==> config.mk <==
export PLATFORM = sky130hd
export DESIGN_NAME = vpl_alu_ctrl_flat
export DESIGN_NICKNAME = d
export VERILOG_FILES = /design/src/rtl/vpl_alu_ctrl_if.sv /design/src/rtl/vpl_alu_ctrl.sv /design/src/flat_wrapper.sv
export SDC_FILE = /design/constraint.sdc
export NUM_CORES = 1
export LEC_CHECK = 0
export ABC_AREA = 1
export BUFFER_PORTS_ARGS = -buffer_cell sky130_fd_sc_hd__clkbuf_2
export CELL_PAD_IN_SITES_DETAIL_PLACEMENT = 1
export CELL_PAD_IN_SITES_GLOBAL_PLACEMENT = 2
export CORE_MARGIN = 1.5
export CORE_UTILIZATION = 27
export CTS_CLUSTER_DIAMETER = 30
export CTS_CLUSTER_SIZE = 10
export DETAILED_ROUTE_END_ITERATION = 12
export GPL_ROUTABILITY_DRIVEN = 0
export GPL_TIMING_DRIVEN = 1
export PLACE_DENSITY = 0.79
export SLEW_MARGIN = 20
export SYNTH_ARGS = -nofsm -noshare
export SYNTH_HDL_FRONTEND = slang
export SYNTH_SLANG_ARGS = --single-unit
export TNS_END_PERCENT = 100
==> constraint.sdc <==
create_clock -name clk -period 1.6 [get_ports clk]
set_input_delay 0.24 -clock clk [delete_from_list [all_inputs] [get_ports clk]]
set_output_delay 0.24 -clock clk [all_outputs]
set_load 0.05 [all_outputs]
==> src/rtl/vpl_alu_ctrl_if.sv <==
// rtl/vpl_alu_ctrl_if.sv - command, ALU and status bundle for the ALU controller
interface vpl_alu_ctrl_if;
  logic       cmd_valid;
  logic       cmd_ready;
  logic       cmd_load;
  logic [3:0] cmd_func;
  logic [3:0] cmd_operand;
  logic [1:0] cmd_repeat;
  logic [3:0] alu_a;
  logic [3:0] alu_b;
  logic [3:0] alu_func;
  logic [3:0] alu_result;
  logic       alu_cout;
  logic [3:0] acc;
  logic       carry;
  logic       busy;
  logic       done;

  modport master (
    output cmd_valid, cmd_load, cmd_func, cmd_operand, cmd_repeat,
    output alu_result, alu_cout,
    input  cmd_ready, alu_a, alu_b, alu_func, acc, carry, busy, done
  );

  modport slave (
    input  cmd_valid, cmd_load, cmd_func, cmd_operand, cmd_repeat,
    input  alu_result, alu_cout,
    output cmd_ready, alu_a, alu_b, alu_func, acc, carry, busy, done
  );
endinterface

==> src/rtl/vpl_alu_ctrl.sv <==
// rtl/vpl_alu_ctrl.sv - accumulator controller sequencing an external 4-bit combinational ALU
module vpl_alu_ctrl (
  input  logic              clk,
  input  logic              rst_n,
  vpl_alu_ctrl_if.slave     bus
);

  typedef enum logic [1:0] {
    S_IDLE = 2'd0,
    S_EXEC = 2'd1,
    S_DONE = 2'd2
  } state_t;

  state_t     r_state;
  state_t     w_next;
  logic [3:0] r_acc;
  logic       r_carry;
  logic [1:0] r_cnt;
  logic [3:0] r_func;
  logic [3:0] r_opb;
  logic       w_accept;

  assign w_accept = bus.cmd_valid && (r_state == S_IDLE);

  // State register; reset aborts any operation in flight without a done pulse
  always_ff @(posedge clk or negedge rst_n) begin
    if (!rst_n) begin
      r_state <= S_IDLE;
    end else begin
      r_state <= w_next;
    end
  end

  // Next-state: loads go straight to DONE, ops iterate in EXEC until cnt reaches zero
  always_comb begin
    w_next = r_state;
    case (r_state)
      S_IDLE: begin
        if (w_accept) begin
          w_next = bus.cmd_load ? S_DONE : S_EXEC;
        end
      end
      S_EXEC: begin
        if (r_cnt == 2'd0) begin
          w_next = S_DONE;
        end
      end
      S_DONE:  w_next = S_IDLE;
      default: w_next = S_IDLE;
    endcase
  end

  // Datapath: command capture on accept, accumulator/carry update once per EXEC cycle
  always_ff @(posedge clk or negedge rst_n) begin
    if (!rst_n) begin
      r_acc   <= 4'd0;
      r_carry <= 1'b0;
      r_cnt   <= 2'd0;
      r_func  <= 4'd0;
      r_opb   <= 4'd0;
    end else begin
      case (r_state)
        S_IDLE: begin
          if (w_accept) begin
            if (bus.cmd_load) begin
              r_acc   <= bus.cmd_operand;
              r_carry <= 1'b0;
            end else begin
              r_func <= bus.cmd_func;
              r_opb  <= bus.cmd_operand;
              r_cnt  <= bus.cmd_repeat;
            end
          end
        end
        S_EXEC: begin
          // carry reflects only the latest iteration
          r_acc   <= bus.alu_result;
          r_carry <= bus.alu_cout;
          if (r_cnt != 2'd0) begin
            r_cnt <= r_cnt - 2'd1;
          end
        end
        default: begin
        end
      endcase
    end
  end

  // ALU drive: live operands only while executing, neutral function otherwise
  always_comb begin
    bus.alu_a    = r_acc;
    bus.alu_b    = 4'd0;
    bus.alu_func = 4'd0;
    if (r_state == S_EXEC) begin
      bus.alu_b    = r_opb;
      bus.alu_func = r_func;
    end
  end

  assign bus.cmd_ready = (r_state == S_IDLE);
  assign bus.busy      = (r_state != S_IDLE);
  assign bus.done      = (r_state == S_DONE);
  assign bus.acc       = r_acc;
  assign bus.carry     = r_carry;

endmodule
==> src/flat_wrapper.sv <==
// flat-port wrapper written by rule: the top's interface ports become plain ports
module vpl_alu_ctrl_flat 
  (clk, rst_n, bus_cmd_valid, bus_cmd_load, bus_cmd_func, bus_cmd_operand, bus_cmd_repeat, bus_alu_result, bus_alu_cout, bus_cmd_ready, bus_alu_a, bus_alu_b, bus_alu_func, bus_acc, bus_carry, bus_busy, bus_done);
  vpl_alu_ctrl_if bus_i ();
  input  logic clk;
  input  logic rst_n;
  input wire logic [$bits(bus_i.cmd_valid)-1:0] bus_cmd_valid;
  input wire logic [$bits(bus_i.cmd_load)-1:0] bus_cmd_load;
  input wire logic [$bits(bus_i.cmd_func)-1:0] bus_cmd_func;
  input wire logic [$bits(bus_i.cmd_operand)-1:0] bus_cmd_operand;
  input wire logic [$bits(bus_i.cmd_repeat)-1:0] bus_cmd_repeat;
  input wire logic [$bits(bus_i.alu_result)-1:0] bus_alu_result;
  input wire logic [$bits(bus_i.alu_cout)-1:0] bus_alu_cout;
  output wire logic [$bits(bus_i.cmd_ready)-1:0] bus_cmd_ready;
  output wire logic [$bits(bus_i.alu_a)-1:0] bus_alu_a;
  output wire logic [$bits(bus_i.alu_b)-1:0] bus_alu_b;
  output wire logic [$bits(bus_i.alu_func)-1:0] bus_alu_func;
  output wire logic [$bits(bus_i.acc)-1:0] bus_acc;
  output wire logic [$bits(bus_i.carry)-1:0] bus_carry;
  output wire logic [$bits(bus_i.busy)-1:0] bus_busy;
  output wire logic [$bits(bus_i.done)-1:0] bus_done;
  assign bus_i.cmd_valid = bus_cmd_valid;
  assign bus_i.cmd_load = bus_cmd_load;
  assign bus_i.cmd_func = bus_cmd_func;
  assign bus_i.cmd_operand = bus_cmd_operand;
  assign bus_i.cmd_repeat = bus_cmd_repeat;
  assign bus_i.alu_result = bus_alu_result;
  assign bus_i.alu_cout = bus_alu_cout;
  assign bus_cmd_ready = bus_i.cmd_ready;
  assign bus_alu_a = bus_i.alu_a;
  assign bus_alu_b = bus_i.alu_b;
  assign bus_alu_func = bus_i.alu_func;
  assign bus_acc = bus_i.acc;
  assign bus_carry = bus_i.carry;
  assign bus_busy = bus_i.busy;
  assign bus_done = bus_i.done;
  vpl_alu_ctrl u_core (.clk(clk), .rst_n(rst_n), .bus(bus_i));
endmodule
==> metrics.csv <==
stage,metric,value,unit
power_and_ir_drop,Int Power,1.18,mW
grt,vias in the first global route,922,
grt,initial antenna violation count,0,
place,Port Buffer Count,38,
power_and_ir_drop,total power,2.68,mW
yosys,Synth Area per Inst,7.74,um^2
power_and_ir_drop,worst vdd ir,0.585,mV
yosys,Cells after Synth,126,
detailed_routing,DRC Markers,0,
yosys,Netlist Area Pre-Place,975,um^2
yosys,Seq cells post-synth,17,
sta,RSZ-0062 raised after global routing,no,
cells_and_area,Finished Core Util,37.8,%
detailed_routing,Antenna Nets Post-Route,0,
detailed_routing,1st-iter DRT viols,34,
grt,first-pass GRT wire length,3.95,mm
die,I/O pin total,39,
clocking,CTS Buf Count,3,
place,dpl hpwl,1.78,mm
yosys,Mapped Nets,146,
clocking,Root Buffer,clkbuf_4,
cells_and_area,Finished Layout Cells,210,
yosys,"Seq/Total Area, Yosys",43.6,%
die,Initial Utilization,28.8,%
clocking,CTS sink cnt,17,
cells_and_area,"commonest non-fill, non-tap cells in the layout","nand2_1, clkbuf_2, inv_1",
power_and_ir_drop,clock share of power,8.8,%
sta,Clock Skews,0.0107,ns
sta,endpoints failing setup,0,
detailed_routing,number of vias per cell,4.11,
grt,largest net degree at the start of global routing,20,
sta,Final Critical Period,1.51,ns
yosys,Syn. warnings,0,
power_and_ir_drop,pwr dens,2090,nW/um^2
sta,Slew HR,71.1,%
die,FP Rows,21,
die,chip width,63.1,um
critical_path,"Buf+Inv Stages, Crit Path",2,
clocking,htree depth,1,
power_and_ir_drop,Sw Pwr,1.50,mW
critical_path,slowest CP cell,dfrtp_2,
grt,GRT overflow,0,
worst_hold_path,worst min-delay path class,input port to flip-flop,
critical_path,CP Max Fanout,15,
critical_path,"Largest stage delay, worst path",0.46,ns
power_and_ir_drop,Comb power frac,62.3,%
sta,"Slew Viols, Final",0,
critical_path,Startpoint Class,flip-flop,
sta,Final Hold Fails,0,
yosys,Synth cell types,17,
critical_path,critical path type,flip-flop to primary output,
clocking,"CTS clk-pin slew, worst paths",0.11,ns
cells_and_area,"commonest non-fill, non-tap cell in the layout",nand2_1,
sta,fmax,664,MHz
place,placed insts,204,
power_and_ir_drop,sequential share of power,28.9,%
cells_and_area,share of cells above drive strength 1,40.2,%
job,Max-Cap Viols,0,
detailed_routing,final WL,2.25,mm
clocking,CTS tree,built,
grt,total track usage,12.6,%
cells_and_area,Inserted Diodes,0,
cells_and_area,area grow syn2layout,31.3,%
power_and_ir_drop,Sw Ratio,56.0,%
place,worst slack at placement,0.146,ns
clocking,Clock Path Buffers,2,
critical_path,crit-path leading delay family,flip-flops,
detailed_routing,via count,864,
critical_path,reg2reg setup slack,0.34,ns
critical_path,CP arrival,1.27,ns
die,Placeable Area,3390,um^2
detailed_routing,Pre-antenna DRT Iters,2,
die,die height,63.1,um
run_status,status,"complete, no violations",
sta,Setup Total Neg Slack,0,ns
power_and_ir_drop,Leak,0.745,nW
sta,final worst path period share,94.2,%
die,die area,3980,um^2
cells_and_area,Fillers,432,
sta,Final WS setup,0.0933,ns
cells_and_area,fin nets,185,
critical_path,"Critical Path, Cell by Cell","inv_4, nand2_8, nor2_1, buf_6",
detailed_routing,routed len/inst,10.7,um
sta,Least-Margin Pin Slew,0.433,ns
critical_path,Worst EP required,1.36,ns
clocking,latest clock arrival within the worst-skew pair,0.30,ns
critical_path,crit path capture type,primary output,
-- logic make-up after synthesis --
kind of cell / Yosys count / share of synthesized area, %
buffers and inverters: 30 / 15.0
adders and majority gates: 1 / 1.28
DFF: 17 / 43.6
AOI/OAI and AO/OA: 11 / 8.73
and+or+nand+nor: 67 / 31.3
-- cell usage after synthesis --
cell,number,area share [%]
nand2_2,3,1.9
nand3_1,2,1.0
nand2_4,2,2.3
buf_6,1,1.2
a21oi_1,1,0.51
dfrtp_1,17,44
nand3_4,1,1.8
ha_1,1,1.3
nor2_4,2,2.3
o21ai_2,8,7.2
o21ai_0,2,1.0
nand2_1,47,18
inv_1,22,8.5
buf_4,4,3.1
inv_2,2,0.77
nor2_1,10,3.9
buf_8,1,1.5
-- per-layer routing --
metal	GRT usage, %	wire length (um)	up-vias
li1	-	-	442
met1	15.3	999	403
met2	21.3	1160	15
met3	3.75	61	4
met4	4.17	25	0
met5	0	0	-
-- through the flow --
step / hold WS [ns] / cell area [um^2]
CTS: 0.136 / 1260
detailed placement: 0.204 / 1170
finish: 0.147 / 1280
global route: 0.144 / 1280
global placement: 0.210 / 1170
floorplan: -0.0556 / 975
-- registers in the layout (all words and copies together) (netlist names) --
name	cells
u_core.bus.acc	4
u_core.bus.carry	1
u_core.r_cnt	2
u_core.r_func	4
u_core.r_opb	4
u_core.r_state	2
-- worst paths after layout --
path                                         from           endpoint  cells after the start
worst min register to register   u_core.bus.carry   u_core.bus.carry                      2
worst max-delay path            u_core.r_state[1]    bus_alu_func[3]                      4
worst min-delay path                 bus_alu_cout   u_core.bus.carry                      3
worst max register to register  u_core.r_state[0]    u_core.r_cnt[0]                      4
max in group asynchronous                   rst_n  u_core.r_state[1]                      2
min in group asynchronous                   rst_n   u_core.r_func[0]                      2
-- tightest hold or removal path, delay by kind of cell --
| kind | cells | cell delay, ns |
|---|---|---|
| simple gates | 2 | 0.09 |
| buf+inv | 1 | 0.07 |
-- power by group through the flow --
| stage | clock (mW) | sequential (mW) | combinational [mW] |
|---|---|---|---|
| 2_1_floorplan | 0 | 0.900 | 1.18 |
| 3_3_place_gp | 0 | 0.756 | 1.55 |
| 6_report | 0.236 | 0.774 | 1.67 |
| 3_5_place_dp | 0 | 0.772 | 1.58 |
| 5_1_grt | 0.270 | 0.801 | 1.83 |
| 4_1_cts | 0.254 | 0.764 | 1.66 |
-- timing repair --
action                                  4_1_cts  5_1_grt
hold buffers                                  1        0
gates resized for setup                      14       11
setup buffers                                 1        0
endpoints found under the hold margin        17        0
endpoints found under the setup margin        8        8
-- area by class of cell --
type / count / area [um^2] / area share, %
Timing Repair Buffer: 40 / 250 / 19.6
Tap cell: 46 / 57.6 / 4.50
Inverter: 24 / 92.6 / 7.23
Sequential cell: 17 / 428 / 33.4
Multi-Input combinational cell: 79 / 424 / 33.1
Clock buffer: 3 / 22.5 / 1.76
Clock inverter: 1 / 5.00 / 0.391
No activity file was read; power rests on OpenSTA's default activity.
